--- config.mk ---
export PLATFORM = sky130hd
export DESIGN_NAME = ddr_wr_arb_4ch
export DESIGN_NICKNAME = d
export VERILOG_FILES = /design/src/rtl/ddr_wr_arb_4ch.sv
export SDC_FILE = /design/constraint.sdc
export NUM_CORES = 1
export LEC_CHECK = 0
export ABC_CLOCK_PERIOD_IN_PS = 6400
export BUFFER_PORTS_ARGS = -buffer_cell sky130_fd_sc_hd__buf_2
export CAP_MARGIN = 20
export CORE_AREA = 2 2 348 350
export CTS_BUF_LIST = sky130_fd_sc_hd__clkbuf_8
export CTS_CLUSTER_SIZE = 16
export DETAILED_ROUTE_END_ITERATION = 8
export DIE_AREA = 0 0 350 352
export PLACE_DENSITY_LB_ADDON = 0.05
export SLEW_MARGIN = 40
export SYNTH_ARGS = -nofsm -noshare
export SYNTH_HDL_FRONTEND = slang
export SYNTH_SLANG_ARGS = --single-unit
--- constraint.sdc ---
create_clock -name ddr_clk -period 6.4 [get_ports ddr_clk]
set_clock_uncertainty 0.15 [all_clocks]
set_input_delay 0.64 -clock ddr_clk [delete_from_list [all_inputs] [get_ports ddr_clk]]
set_output_delay 0.64 -clock ddr_clk [all_outputs]
set_load 0.005 [all_outputs]
--- src/rtl/ddr_wr_arb_4ch.sv ---
// Purpose : round-robin arbiter that lets one of four write channels own the DDR
//           controller's write port for a whole burst, with a watchdog that
//           forcibly releases a channel that never completes.
// Latency : winner registered one cycle after its request is seen in IDLE;
//           address/length/data and handshakes are routed combinationally.
// Backpr. : the controller's ddr_wrdy/ddr_wdata_req/ddr_wdone go only to the
//           granted channel; other channels wait with their requests held.
// Ports   : ddr_clk, ddr_rst (sync, active high); ch_wreq/ch_waddr/ch_wr_len/
//           ch_wdata per-channel request slices; ch_wrdy/ch_wdone/ch_wdata_req
//           per-channel handshakes; ddr_* controller-side request and handshakes;
//           grant (one-hot), busy, err_timeout (sticky), err_ch (timed-out channel).
module ddr_wr_arb_4ch #(
  parameter int ADDR_WIDTH  = 27,
  parameter int LEN_WIDTH   = 16,
  parameter int DQ_WIDTH    = 16,
  parameter int TIMEOUT_CYC = 4095
) (
  input  logic                      ddr_clk,
  input  logic                      ddr_rst,
  input  logic [3:0]                ch_wreq,
  input  logic [4*ADDR_WIDTH-1:0]   ch_waddr,
  input  logic [4*LEN_WIDTH-1:0]    ch_wr_len,
  input  logic [4*8*DQ_WIDTH-1:0]   ch_wdata,
  output logic [3:0]                ch_wrdy,
  output logic [3:0]                ch_wdone,
  output logic [3:0]                ch_wdata_req,
  output logic                      ddr_wreq,
  output logic [ADDR_WIDTH-1:0]     ddr_waddr,
  output logic [LEN_WIDTH-1:0]      ddr_wr_len,
  output logic [8*DQ_WIDTH-1:0]     ddr_wdata,
  input  logic                      ddr_wrdy,
  input  logic                      ddr_wdone,
  input  logic                      ddr_wdata_req,
  output logic [3:0]                grant,
  output logic                      busy,
  output logic                      err_timeout,
  output logic [1:0]                err_ch
);

  localparam int DW = 8 * DQ_WIDTH;
  // The watchdog trips on the cycle it holds TIMEOUT_CYC-1, so the block is
  // back in IDLE exactly TIMEOUT_CYC edges after entering REQ.
  localparam logic [15:0] WDOG_LAST = 16'(TIMEOUT_CYC - 1);

  typedef enum logic [1:0] {S_IDLE, S_REQ, S_BURST} state_t;

  state_t      state, state_nxt;
  logic [1:0]  rr_ptr;
  logic [1:0]  gnt_idx;
  logic [1:0]  win_idx;
  logic [1:0]  cand;
  logic        win_vld;
  logic [15:0] wdog;
  logic        wdog_exp;
  logic        finish_ev;
  logic        timeout_ev;
  logic        active;

  // Round-robin search: walk offsets high to low so the nearest requester
  // to rr_ptr is the last (winning) assignment.
  always_comb begin
    win_vld = 1'b0;
    win_idx = rr_ptr;
    cand    = rr_ptr;
    for (int k = 3; k >= 0; k--) begin
      cand = rr_ptr + 2'(k);
      if (ch_wreq[cand]) begin
        win_vld = 1'b1;
        win_idx = cand;
      end
    end
  end

  // State register
  always_ff @(posedge ddr_clk) begin
    if (ddr_rst) state <= S_IDLE;
    else         state <= state_nxt;
  end

  // Next-state logic. In REQ a data request beats a dropped channel request;
  // in BURST a genuine completion beats the watchdog.
  always_comb begin
    state_nxt  = state;
    wdog_exp   = (wdog == WDOG_LAST);
    finish_ev  = 1'b0;
    timeout_ev = 1'b0;
    case (state)
      S_IDLE: begin
        if (win_vld) state_nxt = S_REQ;
      end
      S_REQ: begin
        if (wdog_exp) begin
          state_nxt  = S_IDLE;
          timeout_ev = 1'b1;
        end else if (ddr_wdata_req) begin
          state_nxt = S_BURST;
        end else if (!ch_wreq[gnt_idx]) begin
          state_nxt = S_IDLE;
        end
      end
      S_BURST: begin
        if (ddr_wdone) begin
          state_nxt = S_IDLE;
          finish_ev = 1'b1;
        end else if (wdog_exp) begin
          state_nxt  = S_IDLE;
          timeout_ev = 1'b1;
        end
      end
      default: state_nxt = S_IDLE;
    endcase
  end

  // Grant index, round-robin pointer, watchdog and error capture
  always_ff @(posedge ddr_clk) begin
    if (ddr_rst) begin
      rr_ptr      <= 2'd0;
      gnt_idx     <= 2'd0;
      wdog        <= 16'd0;
      err_timeout <= 1'b0;
      err_ch      <= 2'd0;
    end else begin
      if (state == S_IDLE) begin
        if (win_vld) begin
          gnt_idx <= win_idx;
          wdog    <= 16'd0;
        end
      end else begin
        wdog <= wdog + 16'd1;
      end
      // A dropped request in REQ deliberately leaves rr_ptr alone so the
      // same channel keeps its turn.
      if (finish_ev || timeout_ev) rr_ptr <= gnt_idx + 2'd1;
      if (timeout_ev) begin
        err_timeout <= 1'b1;
        err_ch      <= gnt_idx;
      end
    end
  end

  // Outputs. Gated by reset as well so an aborted burst never shows a
  // completion pulse during the reset cycle.
  always_comb begin
    active       = (state != S_IDLE) && !ddr_rst;
    grant        = 4'b0000;
    busy         = 1'b0;
    ddr_wreq     = 1'b0;
    ddr_waddr    = '0;
    ddr_wr_len   = '0;
    ddr_wdata    = '0;
    ch_wrdy      = 4'b0000;
    ch_wdone     = 4'b0000;
    ch_wdata_req = 4'b0000;
    if (active) begin
      grant[gnt_idx]        = 1'b1;
      busy                  = 1'b1;
      ddr_wreq              = (state == S_REQ) && ch_wreq[gnt_idx];
      ddr_waddr             = ch_waddr[int'(gnt_idx)*ADDR_WIDTH +: ADDR_WIDTH];
      ddr_wr_len            = ch_wr_len[int'(gnt_idx)*LEN_WIDTH +: LEN_WIDTH];
      ddr_wdata             = ch_wdata[int'(gnt_idx)*DW +: DW];
      ch_wrdy[gnt_idx]      = ddr_wrdy;
      ch_wdata_req[gnt_idx] = ddr_wdata_req;
      ch_wdone[gnt_idx]     = (state == S_BURST) && ddr_wdone;
    end
  end

endmodule

==> results of run 1 <==
## logic make-up after synthesis
logic type / Yosys count / synth area share [%]
simple gates: 260 / 23.2
fa+ha+maj: 9 / 1.68
flops: 25 / 7.44
xor+xnor: 2 / 0.261
mux: 178 / 58.6
buf+inv: 81 / 4.84
compound gates: 39 / 3.98
## power by group through the flow
stage               Combinational (uW)  Clock [uW]  Sequential [uW]
finish                             926         116              173
global route                      1010         131              175
CTS                                949         126              183
detailed placement                 943           0              187
global placement                   944           0              187
floorplan                          452           0              166
## cell type report
cell class,instances,area [sq um]
diodes,28,70.1
clock buffers,3,41.3
clock inverters,1,8.76
fillers,13900,106000
inverters,13,48.8
multi-input cells,488,5920
flip-flops and latches,25,508
well taps,1612,2020
repair buffers,894,4590
## worst register-to-register path, cell delays in order, from the launching register on
cell     delay [ns]
dfxtp_1        0.38
inv_1          0.07
ha_1           0.38
and4b_1        0.48
nand4_1        0.30
or4_1          0.47
nand2_1        0.07
## metal layers
layer	up-vias	track usage [%]	share of wire, %
met5	-	0.392	0.26
met4	24	3.36	3.1
met3	84	3.77	9.8
met2	524	20.1	53
met1	4465	11.1	34
li1	4059	-	-
## flip-flops by register name, summed over array words and instances, names as in the netlist
signal       flops
rr_ptr           2
wdog            16
gnt_idx          2
err_ch           2
err_timeout      1
state            2
## cells in the final DEF (no fill, tap or decap), types with 3 or more instances in the layout
cell / count
or4_1: 3
clkbuf_8: 3
o211ai_1: 3
a21oi_1: 17
nand2_1: 18
buf_12: 5
inv_1: 13
nor4_1: 4
dfxtp_1: 23
nor3_1: 4
o21ai_0: 4
and2_1: 174
nand2b_1: 3
nand4_1: 6
nand3_1: 7
or3_1: 3
diode_2: 28
ha_1: 9
mux2i_1: 3
and3_1: 6
mux4_2: 172
buf_2: 884
or2_2: 3
buf_4: 3
nor2_1: 19
## through the flow
stage | setup slack (ns) | instances | hold slack (ns) | power [uW]
floorplan | 3.80 | 594 | 0.288 | 619
global placement | 3.06 | 3029 | 0.305 | 1130
detailed placement | 3.06 | 3030 | 0.313 | 1130
CTS | 2.66 | 3034 | 0.338 | 1260
global route | 2.74 | 3048 | 0.385 | 1320
finish | 3.00 | 3064 | 0.340 | 1220
## synthesized netlist by cell type (2+ instances only)
cell type	instances
nor2b_1	2
inv_1	13
nor4_1	4
mux2_2	2
nand3_1	7
a32o_1	2
o21a_1	2
a21oi_1	17
or3_1	3
mux4_2	172
dfxtp_1	25
and2_1	174
nor3_1	4
buf_2	17
mux2i_1	3
o21ai_0	4
or4_1	3
nand4_1	6
ha_1	9
o311ai_0	2
and3_1	6
nand2_1	18
nor2_1	20
o211ai_1	3
buf_1	9
or2_2	3
clkbuf_1	42
nand2b_1	3
## path summary, 6_finish.rpt
kind / startpoint / cells after the start / end / slack, ns
min reg2reg: wdog[15]$_SDFFE_PP0P_ / 2 / wdog[15]$_SDFFE_PP0P_ / 0.34
min: wdog[15]$_SDFFE_PP0P_ / 2 / wdog[15]$_SDFFE_PP0P_ / 0.34
max: gnt_idx[1]$_SDFFE_PP0P_ / 5 / ddr_wdata[16] / 3.00
max reg2reg: state[0]$_SDFFE_PP0P_ / 6 / wdog[11]$_SDFFE_PP0P_ / 4.03
==> results.toml, run 1 <==
[status]
status = "finished, final reports clean"

[route]
wirelength_mm = 70.4
first_pass_iters = 4
drcViolationCount = 0
drt_iter0_drc = 387
vias_per_cell = 2.99
ant_nets = 0
wire_per_inst_microns = 23.0
num_vias = 9156

[timing]
setup_viol = 0
slew_headroom_pct = 49.5
tns_ns = 0
layout_worst_path_cycle_share_pct = 53.1
fin_crit_ns = 3.40
hold_viol_final = 0
worstMarginPinSlew_ns = 0.757
rsz0062_at_grt = "false"
fmax_mhz = 294
final-max-slew-violation-count = 0

[die]
boundaryPins = 885
coreArea_sq_um = 119000
fp.dieH_microns = 352
die_x_microns = 350
row_count = 127
start_util_pct = 5.63
die_area_sq_um = 123000

[power_and_ir_drop]
p_per_area_nw_per_um2 = 92.1
pwr-share-comb_pct = 76.2
ir_drop_mv = 0.0728
swShare_pct = 41.6
p_leak_uw = 0.00581
p_seq_share_pct = 14.2
p_clk_share_pct = 9.6
intPower_uw = 710
switching_power_uw = 506

[synth]
synthTopCellsByArea = "mux4_2, and2_1, dfxtp_1"
syn-num-nets = 1296
yosysSeqAreaShare_pct = 7.44
netlist.area_leader.share_pct = 57.6
synth_ff_type = "dfxtp_1"
yosysWarnings = 0
ys_ff_latch = 25
synth.avg_cell_area_sq_um = 11.3
syn-cell-area_sq_um = 6720
async_flop_share_pct = 0
yosysTopAreaCell = "mux4_2"
ys_types = 47
syn_inst = 594
synth_edf_count = 0

[cts]
postCtsSetupBuffers = 0
post_cts_resized = 0
tritoncts = "yes"
clockRootBuffer = "clkbuf_8"
htree_levels = 1
clk_pin_slew_ns = 0.12
cts_buffers = 3
cts_sinks = 25
hold_buffers = 0
cts.path.max_buffers = 2
clock_latency_ns = 0.30

[worst_setup_path]
cp.required_ns = 5.61
cp_slowest_cell = "dfxtp_4"
crit_type = "reg -> out"
cpPeakStageDelay_ns = 0.70
crit_path_start_kind = "flip-flop"
crit_chain = "buf_12 > buf_16 > mux4_2 > and2_1 > buf_2"
crit_family = "buffers and inverters"
crit_buf_inv = 3
cp-end-kind = "output port"
crit_fanout = 66
cp_data_arrival_time_ns = 2.61

[placement]
dp_hpwl_mm = 61.7
gp_congestion = 0.808
port_buffers = 884
placed_cell_area_sq_um = 13000

[global_routing]
grt_max_degree = 122
gr-total-overflow = 0
grt_usage_pct = 10.8
antenna_found_initial = 55
grt_pass1_vias = 9556
grt_first_pass_wirelength_mm = 90.0

[final_layout]
nets = 2127
final_core_util_pct = 11.1
syn2layout_area_growth_pct = 96.3
drive_above_1_share_pct = 76.1
design_area_sq_um = 13200

[job]
max-cap-violations = 0

[min_path]
hp-class = "reg -> reg"
Note: power is estimated with default switching activity, not from simulation.
==> run 2, diff against run 1 <==
--- a/config.mk
+++ b/config.mk
@@ -5,7 +5,7 @@
 export SDC_FILE = /design/constraint.sdc
 export NUM_CORES = 1
 export LEC_CHECK = 0
-export ABC_CLOCK_PERIOD_IN_PS = 6400
+export ABC_CLOCK_PERIOD_IN_PS = 3300
 export BUFFER_PORTS_ARGS = -buffer_cell sky130_fd_sc_hd__buf_2
 export CAP_MARGIN = 20
 export CORE_AREA = 2 2 348 350
==> constraint.sdc (replaced) <==
create_clock -name ddr_clk -period 3.3 [get_ports ddr_clk]
set_clock_uncertainty 0.15 [all_clocks]
set_input_delay 0.33 -clock ddr_clk [delete_from_list [all_inputs] [get_ports ddr_clk]]
set_output_delay 0.33 -clock ddr_clk [all_outputs]
set_load 0.005 [all_outputs]
==> results.toml, run 2 (synthesis results as in run 1) <==
[die]
fp.dieH_microns = 352
boundaryPins = 885
row_count = 127
die_x_microns = 350
die_area_sq_um = 123000
start_util_pct = 5.63
coreArea_sq_um = 119000

[final_layout]
syn2layout_area_growth_pct = 97.4
largest_reg_flops = 16
mostFrequentLayoutCells = "buf_2, and2_1, mux4_2"
register_area_sq_um = 508
fill_cells = 13900
drive_above_1_share_pct = 76.3
final_common_cell = "buf_2"
multiInputGateArea_sq_um = 5920
nets = 2138
design_area_sq_um = 13300
final_core_util_pct = 11.1
regMostFlops = "wdog"

[route]
vias_per_cell = 3.03
wirelength_mm = 73.3
drt-met1-wl_mm = 25.9
num_vias = 9270
drcViolationCount = 0
first_pass_iters = 5
wl_met3_mm = 5.54
highest_layer = "met5"
wl_met2_mm = 40.3
drt_iter0_drc = 353
wire_per_inst_microns = 24.0
ant_nets = 0

[timing]
setup_viol = 0
fin_crit_ns = 2.79
tns_ns = 0
rsz0062_at_grt = "false"
slew_headroom_pct = 58.9
final-max-slew-violation-count = 0
fmax_mhz = 359
layout_worst_path_cycle_share_pct = 84.5
hold_viol_final = 0
worstMarginPinSlew_ns = 0.616

[min_path]
hp-class = "reg -> reg"
hold_depth = 2

[placement]
port_buffers = 884
placed_cell_area_sq_um = 13200
gp_congestion = 0.808
dp_hpwl_mm = 66.1

[cts]
clk_pin_slew_ns = 0.11
cts.path.max_buffers = 2
cts_buffers = 3
htree_levels = 1
postCtsSetupBuffers = 0
tritoncts = "yes"
clockRootBuffer = "clkbuf_8"
clock_latency_ns = 0.29
cts_sinks = 25
post_cts_resized = 0
hold_buffers = 0

[power_and_ir_drop]
ir_drop_mv = 0.126
power_uw = 2410
intPower_uw = 1400
p_per_area_nw_per_um2 = 182
p_leak_uw = 0.00588
p_seq_share_pct = 14.0
p_clk_share_pct = 8.8
swShare_pct = 42.1
pwr-share-comb_pct = 77.2
switching_power_uw = 1020

[worst_setup_path]
cp_slowest_cell = "mux4_2"
cp-end-kind = "output port"
crit_type = "reg -> out"
cp_data_arrival_time_ns = 2.31
crit_fanout = 39
crit_path_start_kind = "flip-flop"
r2r_cells = 5
cp.required_ns = 2.82
cpPeakStageDelay_ns = 0.70
crit_chain = "buf_12 > mux4_2 > and2_1 > buf_2"

[global_routing]
grt_first_pass_wirelength_mm = 94.0
grt_pass1_vias = 9803
antenna_found_initial = 53
grt_usage_pct = 11.2
gr-total-overflow = 0
grt_max_degree = 68

[job]
max-cap-violations = 0

[status]
status = "finished, final reports clean"
run 2: cell count changes in the layout (fill, tap and decap cells not counted), sizes merged:
| cell | delta |
|---|---|
| buf | +11 |
| clkinv | +1 |
| diode | -18 |
| inv | -1 |
run 2: through the flow:
stage | instances | hold WS (ns) | setup WS (ns)
2_1_floorplan | 594 | 0.288 | 1.07
6_report | 3057 | 0.330 | 0.512
3_5_place_dp | 3043 | 0.314 | 0.711
4_1_cts | 3047 | 0.332 | 0.343
5_1_grt | 3049 | 0.362 | 0.267
3_3_place_gp | 3041 | 0.312 | 0.745
run 2: path summary, 6_finish.rpt:
check                                        endpoint  slack [ns]                     from
worst max-delay path                    ddr_wr_len[4]        0.51  gnt_idx[0]$_SDFFE_PP0P_
worst min-delay path            wdog[15]$_SDFFE_PP0P_        0.33    wdog[15]$_SDFFE_PP0P_
worst max register to register  state[0]$_SDFFE_PP0P_        0.93  gnt_idx[0]$_SDFFE_PP0P_
worst min register to register  wdog[15]$_SDFFE_PP0P_        0.33    wdog[15]$_SDFFE_PP0P_
run 2: cell type report:
type	count	share of cell area, %
diodes	10	0.189
clock buffers	3	0.311
clock inverters	1	0.0377
inverters	13	0.368
multi-input cells	488	44.6
flip-flops and latches	25	3.83
well taps	1612	15.2
repair buffers	905	35.5
run 2: power by group through the flow:
stage | combinational, uW | clock, uW | sequential, uW
after detailed placement | 1920 | 0 | 349
after floorplan | 877 | 0 | 323
final | 1860 | 212 | 338
after global placement | 1920 | 0 | 349
after CTS | 1930 | 230 | 342
after global routing | 2030 | 234 | 344
run 2: metal layers:
layer  track usage, %  up-vias
li1                 -     4055
met1             11.7     4590
met5                0        -
met3             2.79       87
met2             22.6      524
met4             1.40       14
run 2: worst max-delay path: cells and delay by family, from the launching register on:
kind	cells	cell delay [ns]
flops	1	0.56
mux	1	0.70
simple gates	1	0.21
buf+inv	2	0.43
==> run 3, diff against run 2 <==
--- a/config.mk
+++ b/config.mk
@@ -5,7 +5,7 @@
 export SDC_FILE = /design/constraint.sdc
 export NUM_CORES = 1
 export LEC_CHECK = 0
-export ABC_CLOCK_PERIOD_IN_PS = 3300
+export ABC_CLOCK_PERIOD_IN_PS = 2300
 export BUFFER_PORTS_ARGS = -buffer_cell sky130_fd_sc_hd__buf_2
 export CAP_MARGIN = 20
 export CORE_AREA = 2 2 348 350
==> constraint.sdc (replaced) <==
create_clock -name ddr_clk -period 2.3 [get_ports ddr_clk]
set_clock_uncertainty 0.15 [all_clocks]
set_input_delay 0.23 -clock ddr_clk [delete_from_list [all_inputs] [get_ports ddr_clk]]
set_output_delay 0.23 -clock ddr_clk [all_outputs]
set_load 0.005 [all_outputs]
==> results.toml, run 3 (synthesis results as in run 1) <==
[timing]
worstMarginPinSlew_ns = 0.352
hold_slack_ns = 0.258
setup_ws_ns = -0.0968
fin_crit_ns = 2.40
fmax_mhz = 417
slew_headroom_pct = 76.3
rsz0062_at_grt = "true"
layout_worst_path_cycle_share_pct = 104
final-max-slew-violation-count = 0
tns_ns = -3.23
hold_viol_final = 0
setup_viol = 98

[power_and_ir_drop]
intPower_uw = 2720
p_leak_uw = 0.00679
switching_power_uw = 1680
pwr-share-comb_pct = 82.4
p_seq_share_pct = 10.5
swShare_pct = 38.1
p_clk_share_pct = 7.1
p_per_area_nw_per_um2 = 282
ir_drop_mv = 0.193

[die]
die_x_microns = 350
boundaryPins = 885
row_count = 127
die_area_sq_um = 123000
start_util_pct = 5.63
fp.dieH_microns = 352
coreArea_sq_um = 119000

[min_path]
hp-class = "in -> reg"
hold_path_startpoint = "ch_wreq[3]"

[route]
wire_per_inst_microns = 24.5
ant_nets = 0
num_vias = 9656
drt_iter0_drc = 402
wirelength_mm = 77.0
vias_per_cell = 3.07
first_pass_iters = 4
drcViolationCount = 0

[cts]
cts_buffers = 3
htree_levels = 1
hold_buffers = 0
clock_latency_ns = 0.30
clockRootBuffer = "clkbuf_8"
tritoncts = "yes"
cts_sinks = 25
clk_pin_slew_ns = 0.12
cts.path.max_buffers = 2

[worst_setup_path]
r2r_end = "wdog[11]$_SDFFE_PP0P_"
crit_fanout = 6
crit_path_start_kind = "flip-flop"
r2r_cells = 9
r2r_start = "state[1]$_SDFFE_PP0P_"
r2r_slack_ns = 0.14
cp-end-kind = "output port"
startpoint = "gnt_idx[0]$_SDFFE_PP0P_"
cp_data_arrival_time_ns = 2.02
crit_end = "ddr_wdata[80]"
cp.required_ns = 1.92
crit_type = "reg -> out"

[final_layout]
final_common_cell = "buf_2"
layout.cells.non_filler = 3149
final_core_util_pct = 13.1
multiInputGateArea_sq_um = 6250
largest_reg_flops = 16
mostFrequentLayoutCells = "buf_2, mux4_2, and2_4"
register_area_sq_um = 510
regMostFlops = "wdog"
drive_above_1_share_pct = 85.5
fill_cells = 13700
syn2layout_area_growth_pct = 132
nets = 2222

[global_routing]
grt_pass1_vias = 10400
antenna_found_initial = 55
grt_usage_pct = 11.6
grt_first_pass_wirelength_mm = 96.5
grt_max_degree = 34
gr-total-overflow = 0

[placement]
port_buffers = 884
dp_cells = 3078
gp_congestion = 0.802
dp_hpwl_mm = 65.5

[job]
max-cap-violations = 0

[status]
status = "finished, violations left"
failed_checks = "setup timing"
run 3: changes by cell type in the layout (fill, tap and decap cells not counted), sizes merged:
| cell | before | now |
|---|---|---|
| buf | 905 | 977 |
| bufbuf | 0 | 4 |
| clkbuf | 3 | 11 |
| clkinv | 1 | 0 |
| clkinvlp | 0 | 1 |
| diode | 10 | 18 |
run 3: worst min-delay path by stage:
stage / endpoint / slack, ns / cells past startpoint
floorplan: wdog[15]$_SDFFE_PP0P_ / 0.29 / 2
global placement: wdog[15]$_SDFFE_PP0P_ / 0.31 / 2
detailed placement: wdog[15]$_SDFFE_PP0P_ / 0.31 / 2
CTS: gnt_idx[1]$_SDFFE_PP0P_ / 0.25 / 3
global route: gnt_idx[1]$_SDFFE_PP0P_ / 0.28 / 3
finish: gnt_idx[1]$_SDFFE_PP0P_ / 0.26 / 3
run 3: metrics by stage:
stage | power [uW] | worst slack (ns) | area [sq um]
finish | 4400 | -0.0968 | 15600
floorplan | 1720 | 0.167 | 6720
detailed placement | 3350 | 0.127 | 13600
CTS | 4210 | -0.137 | 14700
global placement | 3360 | 0.111 | 13600
global route | 4710 | -0.169 | 15600
run 3: area by class of cell:
cell class                      instances  share of cell area, %
Antenna cell                           18                  0.288
Clock buffer                            3                  0.264
Clock inverter                          1                 0.0481
Inverter                               13                  0.312
Multi-Input combinational cell        488                   40.0
Sequential cell                        25                   3.27
Tap cell                             1612                   12.9
Timing Repair Buffer                  989                   42.9
run 3: critical path, stage by stage, from the launching register on:
cell,delay (ns)
dfxtp_4,0.42
buf_4,0.13
buf_12,0.13
buf_8,0.13
mux4_2,0.58
and2_4,0.20
buf_6,0.11
run 3: routing by layer:
metal  share of wire, %  GRT usage, %
met1                 36          12.2
met2                 52          21.8
met3                8.6          3.72
met4                2.9          2.96
met5               0.19             0
run 3: timing repair:
item / CTS / global route
cloned: 9 / 8
setup endpoints to repair: 171 / 180
resized for setup: 161 / 137
pin swaps: 45 / 46
buffers inserted: 19 / 18
run 3: power by group through the flow:
stage	Sequential [uW]	Clock, uW	Combinational (uW)
final	461	313	3630
after global routing	464	363	3890
after CTS	462	344	3400
after detailed placement	469	0	2880
after global placement	469	0	2890
after floorplan	463	0	1260
